$ cat src/rtl/fetch_unit.sv
// fetch_unit: fetch stage between the PC prediction unit and instruction memory.
//
// Takes the predicted npc each cycle and issues it to instruction memory over a
// valid/ready request channel with at most one request outstanding. The fetched
// word goes back to the prediction unit (inst_feedback) and on to decode through
// a valid/ready handshake. A late branch squashes whatever is in flight or held.
//
// Ports:
//   clk, rst          clock and synchronous active-high reset
//   npc               predicted fetch address (valid every cycle)
//   br_late_done      late branch applied; npc is the redirect target
//   fetch_stall       high when npc was not consumed this cycle
//   inst_feedback     fetched word for early-branch target calculation
//   imem_req_*        request channel (valid/ready/addr)
//   imem_resp_*       response channel (valid/data)
//   dec_valid/ready   decode handshake; dec_inst/dec_pc carry the instruction
//   fetch_fault       sticky misaligned-fetch flag
module fetch_unit #(
  parameter bit FAULT_ON_MISALIGN = 1'b1
) (
  input  logic        clk,
  input  logic        rst,
  input  logic [31:0] npc,
  input  logic        br_late_done,
  output logic        fetch_stall,
  output logic [31:0] inst_feedback,
  output logic        imem_req_valid,
  input  logic        imem_req_ready,
  output logic [31:0] imem_req_addr,
  input  logic        imem_resp_valid,
  input  logic [31:0] imem_resp_data,
  output logic        dec_valid,
  input  logic        dec_ready,
  output logic [31:0] dec_inst,
  output logic [31:0] dec_pc,
  output logic        fetch_fault
);

  typedef enum logic [1:0] {
    StIdle,
    StWait,
    StHold,
    StFault
  } state_e;

  state_e      r_state;
  state_e      w_state_d;
  logic        r_discard;
  logic        w_discard_d;
  logic [31:0] r_req_pc;
  logic [31:0] w_req_pc_d;
  logic [31:0] r_hold_inst;
  logic [31:0] w_hold_inst_d;
  logic [31:0] r_hold_pc;
  logic [31:0] w_hold_pc_d;
  logic        r_fault;
  logic        w_fault_d;

  logic w_misaligned;
  logic w_resp_take;
  logic w_drop;
  logic w_can_issue;
  logic w_issue;
  logic w_fault_now;

  // State register
  always_ff @(posedge clk) begin
    if (rst) begin
      r_state     <= StIdle;
      r_discard   <= 1'b0;
      r_req_pc    <= 32'h0;
      r_hold_inst <= 32'h0;
      r_hold_pc   <= 32'h0;
      r_fault     <= 1'b0;
    end else begin
      r_state     <= w_state_d;
      r_discard   <= w_discard_d;
      r_req_pc    <= w_req_pc_d;
      r_hold_inst <= w_hold_inst_d;
      r_hold_pc   <= w_hold_pc_d;
      r_fault     <= w_fault_d;
    end
  end

  // Next-state logic
  always_comb begin
    w_state_d   = r_state;
    w_discard_d = r_discard;
    w_req_pc_d  = r_req_pc;
    w_fault_d   = r_fault;
    // Every taken response is captured, so inst_feedback keeps the last word seen
    // even after the instruction was consumed directly.
    w_hold_inst_d = w_resp_take ? imem_resp_data : r_hold_inst;
    w_hold_pc_d   = w_resp_take ? r_req_pc : r_hold_pc;

    if (w_fault_now) begin
      w_state_d = StFault;
      w_fault_d = 1'b1;
    end else if (w_issue) begin
      w_state_d   = StWait;
      w_discard_d = 1'b0;
      w_req_pc_d  = imem_req_addr;
      w_fault_d   = 1'b0;
    end else begin
      unique case (r_state)
        StIdle: ;
        StWait: begin
          if (w_resp_take) begin
            w_state_d = (w_drop || dec_ready) ? StIdle : StHold;
          end else if (br_late_done) begin
            // Cannot reissue until the stale response drains; mark it for dropping.
            w_discard_d = 1'b1;
          end
        end
        StHold: begin
          if (dec_ready || br_late_done) w_state_d = StIdle;
        end
        StFault: begin
          if (br_late_done) begin
            w_state_d = StIdle;
            w_fault_d = 1'b0;
          end
        end
        default: w_state_d = StIdle;
      endcase
    end
  end

  // Output logic
  always_comb begin
    w_misaligned = FAULT_ON_MISALIGN && (npc[1:0] != 2'b00);
    w_resp_take  = (r_state == StWait) && imem_resp_valid;
    w_drop       = w_resp_take && (r_discard || br_late_done);

    w_can_issue = (r_state == StIdle) ||
                  ((r_state == StHold) && (dec_ready || br_late_done)) ||
                  (w_resp_take && (r_discard || br_late_done || dec_ready)) ||
                  ((r_state == StFault) && br_late_done);

    imem_req_valid = w_can_issue && !rst && !w_misaligned;
    imem_req_addr  = FAULT_ON_MISALIGN ? npc : {npc[31:2], 2'b00};
    w_issue        = imem_req_valid && imem_req_ready;
    fetch_stall    = !w_issue;
    w_fault_now    = w_can_issue && w_misaligned && !rst;

    dec_valid = !rst && !br_late_done &&
                ((w_resp_take && !r_discard) || (r_state == StHold));

    inst_feedback = w_resp_take ? imem_resp_data : r_hold_inst;
    dec_inst      = inst_feedback;
    dec_pc        = w_resp_take ? r_req_pc : r_hold_pc;
    fetch_fault   = r_fault;
  end

endmodule

$ cat config.mk
export PLATFORM = sky130hd
export DESIGN_NAME = fetch_unit
export DESIGN_NICKNAME = d
export VERILOG_FILES = /design/src/rtl/fetch_unit.sv
export SDC_FILE = /design/constraint.sdc
export NUM_CORES = 1
export LEC_CHECK = 0
export BUFFER_PORTS_ARGS = -buffer_cell sky130_fd_sc_hd__buf_4
export CORE_MARGIN = 3
export CORE_UTILIZATION = 50
export DETAILED_ROUTE_END_ITERATION = 10
export GPL_ROUTABILITY_DRIVEN = 0
export PLACE_DENSITY = 0.95
export RECOVER_POWER = 50
export REMOVE_ABC_BUFFERS = 1
export SYNTH_ARGS = -nofsm -noshare
export SYNTH_HDL_FRONTEND = slang
export SYNTH_SLANG_ARGS = --single-unit
$ cat constraint.sdc
create_clock -name clk -period 4.7 [get_ports clk]
set_input_delay 0.705 -clock clk [delete_from_list [all_inputs] [get_ports clk]]
set_output_delay 0.705 -clock clk [all_outputs]
set_load 0.1 [all_outputs]
Word level (Yosys, flattened, before mapping). Cells that the tools add are included.

Flip-flop bits (word level): 100. Output and inout port bits: 132. Logic and storage cells: 68. Bits of input ports: 70.

Equal/unequal tests: 7. Reduce and logical (&&, ||, !) cells: 37. Multiplexer cells: 17. Bitwise gates (word level): 1.

Operators with widths (count): 2-to-1 mux 32 bit (2); logical AND 1 bit (13); 2-to-1 mux 2 bit (6); != test 4 bit (second input constant) (3); logical OR 1 bit (8); 2-to-1 mux 1 bit (8); AND reduction 4 bit (2); one-hot mux 2 bit (3 select lines) (1); nonzero test 2 bit (3); nonzero test 3 bit (2); zero test 1 bit (5); nonzero test 5 bit (1); == test 2 bit (second input constant) (2); AND reduction 2 bit (2); == test 2 x 1 -> 1 bit (second input constant) (1); zero test 2 bit (1); != test 2 x 1 -> 1 bit (second input constant) (1); inverter 1 bit (1).

Depth between registers and ports, before layout.
Word-level depth: 10. Depth in mapped cells: 9. Mapped depth without buffers: 7.

Worst setup path after synthesis. No wires, ideal clock.

Kind: input to output. Start: in imem_resp_valid. End: out dec_valid. Stages on the path: 6. Setup slack: 0.705 ns. Data arrival time: 3.290 ns. Data required time: 3.995 ns. Path buffers: 2. Path through: nand2_1 > buf_2 > buf_2 > nor2_1 > nor2_1 > nor3_1.

Word-level cells in the longest chain between the ends: 4.

RTL lines: from (decl) (line 30) `input logic imem_resp_valid,`; logical AND 1 bit (line 132) `w_resp_take = (r_state == StWait) && imem_resp_valid;`; logical AND 1 bit (line 147) `((w_resp_take && !r_discard) || (r_state == StHold));`; logical OR 1 bit (line 147); logical AND 1 bit (line 146) `dec_valid = !rst && !br_late_done &&`; to (decl) (line 32) `output logic dec_valid,`.

No other way between the ends.

Worst setup path in the final report.
Start: reg r_state[1]. End: out dec_inst[7].

Word-level cells in the longest chain between the ends: 3.

RTL lines: from (decl) (line 46) `state_e r_state;`; from (signal assigned) (line 69) `r_state <= StIdle;`; from (signal assigned) (line 76) `r_state <= w_state_d;`; == test 2 x 1 -> 1 bit (line 132); logical AND 1 bit (line 132); 2-to-1 mux 32 bit (line 149) `inst_feedback = w_resp_take ? imem_resp_data : r_hold_inst;`; to (decl) (line 34) `output logic [31:0] dec_inst,`.

No other way between the ends.

==> reports/metrics.yaml <==
die-width_um: 99.3
nets: 620
violations: "max-capacitance violations, max-slew violations"
cts_max_path_buffers: 2
dieArea_um2: 9870
min_period_ns: 3.70
diodes: 0
start_kind: "register"
grt_pass1_vias: 3132
numCtsBuffers: 9
endpoint_kind: "output port"
grt_overflow_total: 0
hold_ws_ns: 0.438
fmax_ghz: 0.270
skew_ns: 0.0105
layout_common_cells: "buf_4, dfxtp_1, nor2b_1"
vias: 3168
fin_crit_sh_pct: 78.8
path_class: "reg -> out"
via_per_inst: 4.83
io_pins: 202
post_cts_buffers: 0
dp.cells: 640
cts-htree-levels: 3
synth_top_area_share_pct: 46.0
cts.sinks: 100
tns_ns: 0
comb_power_share_pct: 43.3
clk_pin_slew_ns: 0.09
grt_pass1_wl_mm: 14.6
powerDensity_nw_per_um2: 477
dr_wl_met2_mm: 4.83
worstHoldPathType: "reg -> reg"
ys_types: 23
tritoncts: "built"
p_leak_nw: 2.83
drt-met1-wl_mm: 3.47
setup-violations-final: 0
antenna_found_initial: 0
multi_input_area_um2: 1740
cts-resized-gates: 0
hold_violations: 0
swShare_pct: 45.3
yosysSeqAreaShare_pct: 46.0
max_cap_viol_count: 1
port_buffers: 201
finalNonFillerCells: 656
synth-seq-cells: 100
wirelength_mm: 9.18
required_ns: 3.99
path_max_fanout: 27
coreArea_um2: 8340
synth_area_um2: 4360
wl_per_cell_um: 14.0
worstPathArrival_ns: 3.00
grt_use_total_pct: 18.3
cts_hold_buf: 0
drt_iter0_drc: 52
remaining_drc_errors: 0
num_rows: 33
area_growth_pct: 26.8
internal_power_mw: 1.44
yosysTopAreaCell: "dfxtp_1"
routed-wl-met3_um: 751
top_layer_used: "met4"
peakVddDrop_mv: 0.252
grt_max_degree: 64
final_common_cell: "buf_4"
die_h_um: 99.3
syn_avg_cell_area_um2: 10.5
worstMarginPinSlew_ns: 1.51
maxSlewHeadroom_pct: -0.526
cts_root_buf: "clkbuf_8"
seqPwrFrac_pct: 34.4
switchingPower_mw: 1.19
finish.utilization_pct: 66.2
clkPwrFrac_pct: 22.2
maxSlewViolCount: 28
rsz0062_at_grt: "no"
pre_cts_ws_ns: 1.98
n_fill_cell: 677
seq_area_um2: 2000
clock_latency_ns: 0.35
ys_warn_count: 0
fin_ws_ns: 0.998
yosys-top-cells-area: "dfxtp_1, mux2_2, buf_4"
synthCells: 415
status: "finished with violations"
start_util_pct: 52.2
drt.antenna.violating_nets: 0
drive_above_1_share_pct: 37.4
dp_hpwl_mm: 6.90
dr.pass1.iters: 4
==> per-stage QoR <==
stage / cell area (µm²) / power, mW
final: 5520 / 2.63
after global routing: 5520 / 2.73
after CTS: 5650 / 2.68
after detailed placement: 5440 / 2.10
after global placement: 5440 / 2.08
after floorplan: 3760 / 1.74
==> path summary, 6_finish.rpt <==
kind         depth (start not counted)  slack, ns     endpoint         from
max reg2reg                          8       2.00   r_state[1]   r_state[1]
min reg2reg                          2       0.44  r_req_pc[0]  r_req_pc[0]
min                                  2       0.44  r_req_pc[0]  r_req_pc[0]
max                                  6        1.0  dec_inst[7]   r_state[1]
==> critical path, cell delays in order (launching register included) <==
cell and delay, ns:
dfxtp_1 0.40, inv_1 0.09, ha_1 0.24, nand2_1 0.10, clkbuf_1 1.09, mux2_1 0.45
buf_4 0.25
==> power by group through the flow <==
stage                     clock (mW)  sequential [mW]  combinational (mW)
final                          0.585            0.906                1.14
after global routing           0.640            0.911                1.18
after CTS                      0.602            0.905                1.18
after detailed placement           0            0.925                1.17
after global placement             0            0.922                1.16
after floorplan                    0            0.946               0.794
==> synthesized netlist by cell type, drive strengths merged <==
master,instances
nor3,1
mux2i,31
o221ai,1
nor4,1
nand2,7
o311ai,1
clkbuf,11
nand3,1
o21ai,6
nor2b,64
nor2,38
dfxtp,100
a21oi,2
mux2,62
nand2b,1
inv,6
ha,4
a31oi,2
buf,74
a41oi,1
and2,1
==> kinds of logic after synthesis <==
group	Yosys count	synth area share, %
compound gates	13	1.81
fa+ha+maj	4	1.15
buf+inv	91	14.1
simple gates	114	13.8
flops	100	46.0
mux	93	23.2
==> area by class of cell <==
type,count,share of cell area (%)
multi-input combinational,224,31.5
timing repair buffer,205,25.5
inverter,6,0.408
clock inverter,5,1.36
sequential,100,36.2
clock buffer,11,2.56
tap,105,2.38
==> metal layers <==
metal	up-vias	global-route usage, %
met5	-	0
met4	0	6.62
met3	11	4.63
met2	136	33.7
met1	1469	20.2
li1	1552	-
==> state kept, by name, indices dropped and copies added, names as in the netlist <==
register     flops
r_hold_inst     32
fetch_fault      1
r_req_pc        32
r_state          2
r_discard        1
r_hold_pc       32
Note: power is estimated with default switching activity, not from simulation.
